File: config.mk
export PLATFORM = sky130hd
export DESIGN_NAME = score_keeper_flat
export DESIGN_NICKNAME = d
export VERILOG_FILES = /design/src/rtl/score_pkg.sv /design/src/rtl/score_keeper_if.sv /design/src/rtl/bcd2_counter.sv /design/src/rtl/score_keeper.sv /design/src/flat_wrapper.sv
export SDC_FILE = /design/constraint.sdc
export NUM_CORES = 1
export LEC_CHECK = 0
export BUFFER_PORTS_ARGS = -buffer_cell sky130_fd_sc_hd__buf_2
export CAP_MARGIN = 20
export CORE_MARGIN = 2
export CORE_UTILIZATION = 45
export CTS_BUF_LIST = sky130_fd_sc_hd__clkbuf_8
export CTS_CLUSTER_DIAMETER = 40
export CTS_CLUSTER_SIZE = 40
export DETAILED_ROUTE_END_ITERATION = 16
export REMOVE_ABC_BUFFERS = 1
export SLEW_MARGIN = 20
export SYNTH_ARGS = -nofsm -noshare
export SYNTH_HDL_FRONTEND = slang
export SYNTH_HIERARCHICAL = 1
export SYNTH_SLANG_ARGS = --single-unit
File: constraint.sdc
create_clock -name clk_1kHz -period 4.9 [get_ports clk_1kHz]
set_input_delay 0.735 -clock clk_1kHz [delete_from_list [all_inputs] [get_ports clk_1kHz]]
set_output_delay 0.735 -clock clk_1kHz [all_outputs]
set_load 0.01 [all_outputs]
File: src/rtl/score_pkg.sv
// Shared definitions for the score keeper: winner encoding, FSM state type
// and default game-rule parameters.
package score_pkg;

  // Default game rule: first to 11, win by 2.
  localparam int WIN_SCORE_DEF  = 11;
  localparam int WIN_MARGIN_DEF = 2;

  // Highest score a two-digit BCD counter can show.
  localparam logic [6:0] MAX_SCORE = 7'd99;

  // Winner output encoding.
  localparam logic [1:0] WIN_NONE = 2'b00;
  localparam logic [1:0] WIN_A    = 2'b01;
  localparam logic [1:0] WIN_B    = 2'b10;

  typedef enum logic {
    PLAY = 1'b0,
    OVER = 1'b1
  } state_t;

endpackage

File: src/rtl/score_keeper_if.sv
// Bus between the point/new-game source and the score keeper.
//   point_a, point_b : asynchronous point levels (rising edge = one point)
//   new_game         : synchronous level, clears scores and resumes play
//   score_bcd        : {A tens, A ones, B tens, B ones}
//   game_over        : high while the game is over
//   winner           : 00 none, 01 A, 10 B
interface score_keeper_if;
  logic        point_a;
  logic        point_b;
  logic        new_game;
  logic [15:0] score_bcd;
  logic        game_over;
  logic [1:0]  winner;

  modport master (
    output point_a, point_b, new_game,
    input  score_bcd, game_over, winner
  );

  modport slave (
    input  point_a, point_b, new_game,
    output score_bcd, game_over, winner
  );
endinterface

File: src/rtl/bcd2_counter.sv
// Two-digit BCD score counter with a parallel 7-bit binary copy.
//   clk, reset : clock and asynchronous active-high reset
//   inc        : add one point (ignored while saturated at 99)
//   clr        : synchronous clear to 0, has priority over inc
//   bcd        : {tens, ones}
//   bin        : same value in binary, used for the rule comparisons
//   sat        : high when the count is 99
module bcd2_counter
  import score_pkg::*;
(
  input  logic       clk,
  input  logic       reset,
  input  logic       inc,
  input  logic       clr,
  output logic [7:0] bcd,
  output logic [6:0] bin,
  output logic       sat
);

  assign sat = (bin == MAX_SCORE);

  // NOTE: state is updated with non-blocking assignments so every flop
  // samples the pre-edge values, independent of statement order.
  always_ff @(posedge clk or posedge reset) begin
    if (reset) begin
      bcd <= 8'h00;
      bin <= 7'd0;
    end else if (clr) begin
      bcd <= 8'h00;
      bin <= 7'd0;
    end else if (inc && !sat) begin
      bin <= bin + 7'd1;
      if (bcd[3:0] == 4'd9) begin
        bcd[3:0] <= 4'd0;
        bcd[7:4] <= bcd[7:4] + 4'd1;
      end else begin
        bcd[3:0] <= bcd[3:0] + 4'd1;
      end
    end
  end

endmodule

File: src/rtl/score_keeper.sv
// Two-player score keeper feeding the 4-digit display scanner.
// Synchronises and edge-detects the point inputs, keeps one BCD counter per
// player, applies the win-by-margin rule and freezes at game over until
// new_game.
//   clk_1kHz : display-domain clock, rising edge
//   reset    : asynchronous active-high reset
//   bus      : point/new-game inputs and score/game_over/winner outputs
module score_keeper
  import score_pkg::*;
#(
  parameter int WIN_SCORE  = WIN_SCORE_DEF,
  parameter int WIN_MARGIN = WIN_MARGIN_DEF
) (
  input  logic           clk_1kHz,
  input  logic           reset,
  score_keeper_if.slave  bus
);

  localparam logic [7:0] WS = 8'(WIN_SCORE);
  localparam logic [7:0] WM = 8'(WIN_MARGIN);

  logic sync1_a, sync2_a, prev_a;
  logic sync1_b, sync2_b, prev_b;
  // Marks how far real input samples have propagated since reset:
  // bit 2 set means prev holds a real sample rather than its reset value.
  logic [2:0] sync_valid;

  // NOTE: every flop here, including the synchronisers, resets
  // asynchronously so the whole block is in a known state the moment
  // reset is asserted.
  always_ff @(posedge clk_1kHz or posedge reset) begin
    if (reset) begin
      sync1_a    <= 1'b0;
      sync2_a    <= 1'b0;
      prev_a     <= 1'b0;
      sync1_b    <= 1'b0;
      sync2_b    <= 1'b0;
      prev_b     <= 1'b0;
      sync_valid <= 3'b000;
    end else begin
      sync1_a    <= bus.point_a;
      sync2_a    <= sync1_a;
      prev_a     <= sync2_a;
      sync1_b    <= bus.point_b;
      sync2_b    <= sync1_b;
      prev_b     <= sync2_b;
      sync_valid <= {sync_valid[1:0], 1'b1};
    end
  end

  // An input already high at reset release would look like a 0->1 step
  // against the reset value of prev; only rises between two real samples
  // count.
  logic rise_a, rise_b;
  assign rise_a = sync2_a & ~prev_a & sync_valid[2];
  assign rise_b = sync2_b & ~prev_b & sync_valid[2];

  state_t     state;
  logic       game_over_q;
  logic [1:0] winner_q;

  // A point counts only in PLAY, not on a new_game cycle, and not when both
  // players rise together (void rally).
  logic play_ok, inc_a, inc_b;
  assign play_ok = (state == PLAY) & ~bus.new_game;
  assign inc_a   = play_ok & rise_a & ~rise_b;
  assign inc_b   = play_ok & rise_b & ~rise_a;

  logic [7:0] bcd_a, bcd_b;
  logic [6:0] bin_a, bin_b;
  logic       sat_a, sat_b;

  bcd2_counter u_cnt_a (
    .clk   (clk_1kHz),
    .reset (reset),
    .inc   (inc_a),
    .clr   (bus.new_game),
    .bcd   (bcd_a),
    .bin   (bin_a),
    .sat   (sat_a)
  );

  bcd2_counter u_cnt_b (
    .clk   (clk_1kHz),
    .reset (reset),
    .inc   (inc_b),
    .clr   (bus.new_game),
    .bcd   (bcd_b),
    .bin   (bin_b),
    .sat   (sat_b)
  );

  // Win check on the post-increment score; a point at 99 wins outright.
  // Comparing next >= other + margin avoids a negative difference.
  logic [7:0] next_a, next_b;
  logic       win_a, win_b;
  assign next_a = {1'b0, bin_a} + 8'd1;
  assign next_b = {1'b0, bin_b} + 8'd1;
  assign win_a  = sat_a | ((next_a >= WS) && (next_a >= ({1'b0, bin_b} + WM)));
  assign win_b  = sat_b | ((next_b >= WS) && (next_b >= ({1'b0, bin_a} + WM)));

  always_ff @(posedge clk_1kHz or posedge reset) begin
    if (reset) begin
      state       <= PLAY;
      game_over_q <= 1'b0;
      winner_q    <= WIN_NONE;
    end else if (bus.new_game) begin
      state       <= PLAY;
      game_over_q <= 1'b0;
      winner_q    <= WIN_NONE;
    end else begin
      case (state)
        PLAY: begin
          if (inc_a && win_a) begin
            state       <= OVER;
            game_over_q <= 1'b1;
            winner_q    <= WIN_A;
          end else if (inc_b && win_b) begin
            state       <= OVER;
            game_over_q <= 1'b1;
            winner_q    <= WIN_B;
          end
        end
        OVER: begin
          // Frozen until new_game.
        end
      endcase
    end
  end

  assign bus.score_bcd = {bcd_a, bcd_b};
  assign bus.game_over = game_over_q;
  assign bus.winner    = winner_q;

endmodule

File: src/flat_wrapper.sv
// flat-port wrapper written by rule: the top's interface ports become plain ports
module score_keeper_flat import score_pkg::*;
#(
  parameter int WIN_SCORE  = WIN_SCORE_DEF,
  parameter int WIN_MARGIN = WIN_MARGIN_DEF
)
  (clk_1kHz, reset, bus_point_a, bus_point_b, bus_new_game, bus_score_bcd, bus_game_over, bus_winner);
  score_keeper_if bus_i ();
  input  logic clk_1kHz;
  input  logic reset;
  input wire logic [$bits(bus_i.point_a)-1:0] bus_point_a;
  input wire logic [$bits(bus_i.point_b)-1:0] bus_point_b;
  input wire logic [$bits(bus_i.new_game)-1:0] bus_new_game;
  output wire logic [$bits(bus_i.score_bcd)-1:0] bus_score_bcd;
  output wire logic [$bits(bus_i.game_over)-1:0] bus_game_over;
  output wire logic [$bits(bus_i.winner)-1:0] bus_winner;
  assign bus_i.point_a = bus_point_a;
  assign bus_i.point_b = bus_point_b;
  assign bus_i.new_game = bus_new_game;
  assign bus_score_bcd = bus_i.score_bcd;
  assign bus_game_over = bus_i.game_over;
  assign bus_winner = bus_i.winner;
  score_keeper #(.WIN_SCORE(WIN_SCORE), .WIN_MARGIN(WIN_MARGIN)) u_core (.clk_1kHz(clk_1kHz), .reset(reset), .bus(bus_i));
endmodule
---- Word level (Yosys, flattened, before mapping) ----
Cells that the tools add are included.
cells by class
  add/sub/neg operators ................... 10
  $lt $le $gt $ge ......................... 4
  bitwise logic cells ..................... 17
  reduce and logical (&&, ||, !) cells .... 16
  equal/unequal tests ..................... 5
  muxes and demuxes ....................... 24
operators with widths
  cell                                                                number
  2-to-1 mux 8 bit                                                    4
  2-to-1 mux 7 bit                                                    4
  adder 4 x 1 -> 4 bit (second input constant)                        4
  adder 7 x 1 -> 8 bit (second input constant)                        2
  adder 7 x 2 -> 8 bit (second input constant)                        2
  greater-or-equal comparator 8 x 4 -> 1 bit (second input constant)  2
  greater-or-equal comparator 8 bit                                   2
  2-to-1 mux 4 bit                                                    4
  adder 7 x 1 -> 7 bit (second input constant)                        2
  == test 7 bit (second input constant)                               2
  bitwise AND 1 bit                                                   9
  == test 4 bit (second input constant)                               2
  2-to-1 mux 1 bit                                                    8
  2-to-1 mux 2 bit                                                    4
  nonzero test 2 bit                                                  4
  logical AND 1 bit                                                   6
  NOT 1 bit                                                           6
  AND reduction 2 bit                                                 3
  nonzero test 3 bit                                                  1
  zero test 1 bit                                                     2
  inequality test 2 bit (second input constant)                       1
  OR 1 bit                                                            2
storage, ports and cells
  output and inout bits ................... 19
  logic and storage cells ................. 92
  register bits after elaboration ......... 43
  input bits .............................. 5

---- Logic depth before layout (Yosys ltp) ----
  depth after elaboration ................. 10
  gate-level depth with buffers ........... 11

---- Hierarchy ----
Netlist, hierarchy kept.
by module, submodules not included
  module        instances  area an instance (um^2)  cells an instance
  bcd2_counter  2          790.8                    78
  score_keeper  1          1206.2                   131

---- Worst setup path after synthesis ----
OpenSTA, ideal clock, no wires.
  kind .................................... input -> register
  start ................................... in bus_new_game
  end ..................................... reg u_core.u_cnt_b.bcd[2]
  stages on the path ...................... 5
  slack ................................... 2426 ps
  data arrival time ....................... 2396 ps
  setup time .............................. 78 ps
  required time ........................... 4822 ps
  buffers on the path ..................... 0
  cells stage by stage .................... nor3b_1 nor3b_1 o21ai_4 or4_1 a21oi_1
on the way
  cells in the longest elaborated chain, start to end .. 6
  elaborated cells on any way between the ends .. 7
RTL lines
  what                            line                text
  start: declaration              flat_wrapper.sv:13  input wire logic [$bits(bus_i.new_game)-1:0] bus_new_game;
  NOT 1 bit                       score_keeper.sv:65  assign play_ok = (state == PLAY) & ~bus.new_game;
  bitwise AND 1 bit               score_keeper.sv:65
  bitwise AND 1 bit (2 in a row)  score_keeper.sv:67  assign inc_b = play_ok & rise_b & ~rise_a;
  via u_core.inc_b                score_keeper.sv:64  logic play_ok, inc_a, inc_b;
  logical AND 1 bit               bcd2_counter.sv:31  end else if (inc && !sat) begin
  nonzero test 2 bit (no line)    n/a
  end signal: assignment          bcd2_counter.sv:37  bcd[3:0] <= bcd[3:0] + 4'd1;
  end: declaration                bcd2_counter.sv:15  output logic [7:0] bcd,
The timed path passes the listed nets, and every way through them passes these cells.
A chain may end at the register's enable or synchronous reset.

---- Final worst setup path ----
Ends and elaborated chain as after synthesis.

==> impl_metrics.csv <==
group,metric,value,unit
status,status,"completed",
worst_setup_path,endpoint_kind,"register",
clocking,cts_buffers,5,
timing,setup_viol,0,
clocking,cts_tree,"built",
clocking,cts_resized,0,
worst_setup_path,crit_chain,"buf_2 -> nor3b_1 -> nor3b_1 -> o21ai_4 -> or4_1 -> a21oi_1",
timing,drv_slew,0,
routing,initialDrtViolationCount,104,
die,ios,24,
clocking,clk_latency,290,ps
routing,drc,0,
timing,finalCritPeriodShare,58.19,%
clocking,clkTransAtPathRegs,80,ps
synth,synth_cell_types,47,
timing,worst_slew_pin_slew,964.2,ps
worst_setup_path,required,5120,ps
global_routing,grt_pass1_wl,8.928,mm
synth,synth_compound_area_share,11.89,%
routing,ant_nets,0,
die,die-area,6840,um2
global_routing,grt_max_degree,37,
global_routing,first_global_vias,1916,
synth,synthArstFlopShare,100.0,%
place,port_buffers,23,
synth,synthesis.area,2788,um2
synth,yosys_warnings,6,
synth,syn_inst,287,
hold_path,hold_path_class,"reg2reg",
synth,ys_ff_latch,43,
final_layout,layout-drive-gt1-share,15.76,%
final_layout,area_growth,9.785,%
timing,final.setup.tns,0,ps
die,core,5956,um2
place,hpwl,3.762,mm
power_and_ir_drop,p_leak,0.001482,uW
timing,clock_skew,7.706,ps
worst_setup_path,path_max_fanout,36,
clocking,clockRootBuffer,"clkbuf_8",
clocking,cts_max_level,2,
die,fp.dieH,82.71,um
worst_setup_path,reg2reg_depth,10,
clocking,clockBufferDepth,2,
routing,routed_via_density,5.544,
worst_setup_path,critPathSlowestCell,"nor3b_1",
final_layout,nNetsFinal,345,
timing,hold_ws,351.2,ps
final_layout,fillers,584,
synth,synth_xor_area_share,8.438,%
synth,avgSynthCellArea,9.713,um2
global_routing,grt-ovfl-total,0,
worst_setup_path,worstSetupPathType,"in2reg",
clocking,cts.sink_count,43,
routing,dr_total_vias,2140,
clocking,hold_buffers,0,
synth,synth_top_family_by_area,"simple AND/OR/NAND/NOR gates",
place,routabilityCongestion,0.7667,
power_and_ir_drop,powerDensity,202.5,nW/um2
timing,min_period,2851,ps
global_routing,grt_use_total,17.00,%
hold_path,hold_depth,0,
final_layout,diodes,0,
synth,synth-seq-area-share,38.60,%
synth,synthMuxAreaShare,2.244,%
synth,yosys.area_share.adder,13.02,%
worst_setup_path,cpPeakStageDelay,820,ps
routing,wirelength,5.270,mm
worst_setup_path,worst_path_most_repeated_cell,"nor3b_1",
synth,synth-edff-count,0,
clocking,cts_setup_buffers,0,
die,start_util,46.81,%
timing,slew_headroom,35.58,%
die,core.rowCount,28,
routing,routedWlPerCell,13.65,um
flow_run,cap_violations,0,
die,dieWidth,82.71,um
worst_setup_path,start_kind,"input pin",
timing,max_freq,0.3507,GHz
worst_setup_path,cp.arrival,3070,ps
timing,finalHoldViolations,0,
power_and_ir_drop,vdd_drop_max,114.9,uV
synth,ys.flop_type,"dfrtp_1",
synth,yosys.area_share.simple,22.53,%
timing,grt_setup_unrepaired,"false",
routing,drt-pass1-iter-count,4,
global_routing,antenna_found_initial,0,
worst max-delay path, delay by kind of cell:
family / cells / cell delay (ps)
buffers and inverters: 1 / 320
AO/OA/AOI/OAI: 2 / 360
AND/OR/NAND/NOR: 3 / 1650
stage by stage:
stage | cells | power [uW] | setup WS, ps | cell area (um2) | util [%]
finish | 386 | 619.6 | 2049 | 3060 | 51.39
global route | 386 | 650.6 | 1912 | 3060 | 51.39
CTS | 386 | 630.1 | 2089 | 3060 | 51.39
detailed placement | 379 | 395.7 | 1745 | 2969 | 49.85
global placement | 379 | 395.4 | 1759 | 2969 | 49.85
floorplan | 281 | 383.6 | 2427 | 2760 | -
power breakdown:
part	total, uW	switching [uW]	internal, uW
logic	25.1	18.7	6.39
registers	363	3.59	359
clock network	232	118	113
path summary, 6_finish.rpt:
kind | start | endpoint | slack, ps
min | u_core/sync1_a$_DFF_PP0_ | u_core/sync2_a$_DFF_PP0_ | 350
min in group asynchronous | reset | u_core/bus.winner[1]$_DFFE_PP0P_ | 460
min reg2reg | u_core/sync1_a$_DFF_PP0_ | u_core/sync2_a$_DFF_PP0_ | 350
max | bus_new_game | u_core/u_cnt_b/bcd[2]$_DFFE_PP0P_ | 2050
max in group asynchronous | reset | u_core/u_cnt_a/bcd[3]$_DFFE_PP0P_ | 3990
max reg2reg | u_core/u_cnt_b/bin[2]$_DFFE_PP0P_ | u_core/bus.winner[0]$_DFFE_PP0P_ | 2150
cells in the final DEF, fill, tap and decap left out, drive strengths merged:
cell	n
dfrtp	43
ha	29
nand2	24
buf	23
nor2	21
nand3	20
a21oi	19
inv	17
o21ai	16
xor2	15
or3	13
xnor2	11
nand4	8
clkbuf	6
nand2b	4
nor2b	4
mux2i	4
a31oi	3
and3	3
a31o	3
nor3	2
a21o	2
nor3b	2
or4b	2
and3b	2
o211a	2
mux2	2
or4	2
or2	2
a2111oi	2
a211oi	1
o21a	1
nor4b	1
and4	1
conb	1
cell families (layout without fill, tap and decap cells):
logic type               count (synthesis)  after routing
XOR/XNOR                                26             26
multiplexers                             6              6
other                                    1              1
flip-flops                              43             43
adder cells (fa/ha/maj)                 29             29
AND/OR/NAND/NOR                        111            111
AO/OA/AOI/OAI                           49             49
buffers and inverters                   22             46
flip-flops by register name, summed over array words and instances (netlist names), 2 cells and up:
signal              count
u_core/u_cnt_b/bin      7
u_core/u_cnt_a/bcd      8
u_core/u_cnt_a/bin      7
u_core/u_cnt_b/bcd      8
u_core/bus.winner       2
u_core/sync_valid       3
synthesized netlist by cell type (2+ instances only):
cell      number  area share (%)
or4_1          2            0.54
clkbuf_1       4            0.54
nor3_1         2            0.36
a21oi_1       19             3.4
nand4_1        6             1.3
mux2i_1        4             1.4
mux2_1         2            0.81
nor3b_1        2            0.54
o211a_4        2             1.3
inv_1         16             2.2
or4b_4         2            0.99
a21o_1         2            0.54
ha_1          29              13
nand2_1       24             3.2
or3_1         11             2.5
o21ai_0       13             2.3
a31o_2         2            0.63
dfrtp_1       43              39
a31oi_1        3            0.67
nand3_2        2            0.72
and3_1         2            0.45
o21ai_4        2             1.2
nor2b_1        4            0.90
xor2_1        15             4.7
or3_2          2            0.54
nand2b_1       4            0.90
xnor2_1       10             3.1
nand3_1       18             3.2
nand4_2        2            0.90
and3b_1        2            0.63
nor2_1        20             2.7
layer usage:
layer  wire (um)  track usage, %  vias up
li1            -               -     1062
met1        2704           25.55     1022
met2        2245           24.11       48
met3         237           3.478        8
met4          83           5.902        0
met5           0               0        -
cell type report:
| class | instances | area (um2) | share of cell area (%) |
|---|---|---|---|
| Sequential cell | 43 | 1076 | 35.16 |
| Timing Repair Buffer | 23 | 115.1 | 3.761 |
| Clock buffer | 6 | 82.58 | 2.698 |
| Multi-Input combinational cell | 222 | 1624 | 53.07 |
| Inverter | 16 | 60.06 | 1.962 |
| Tap cell | 75 | 93.84 | 3.066 |
| Clock inverter | 1 | 8.758 | 0.2862 |
(Power assumes the default switching activity.)
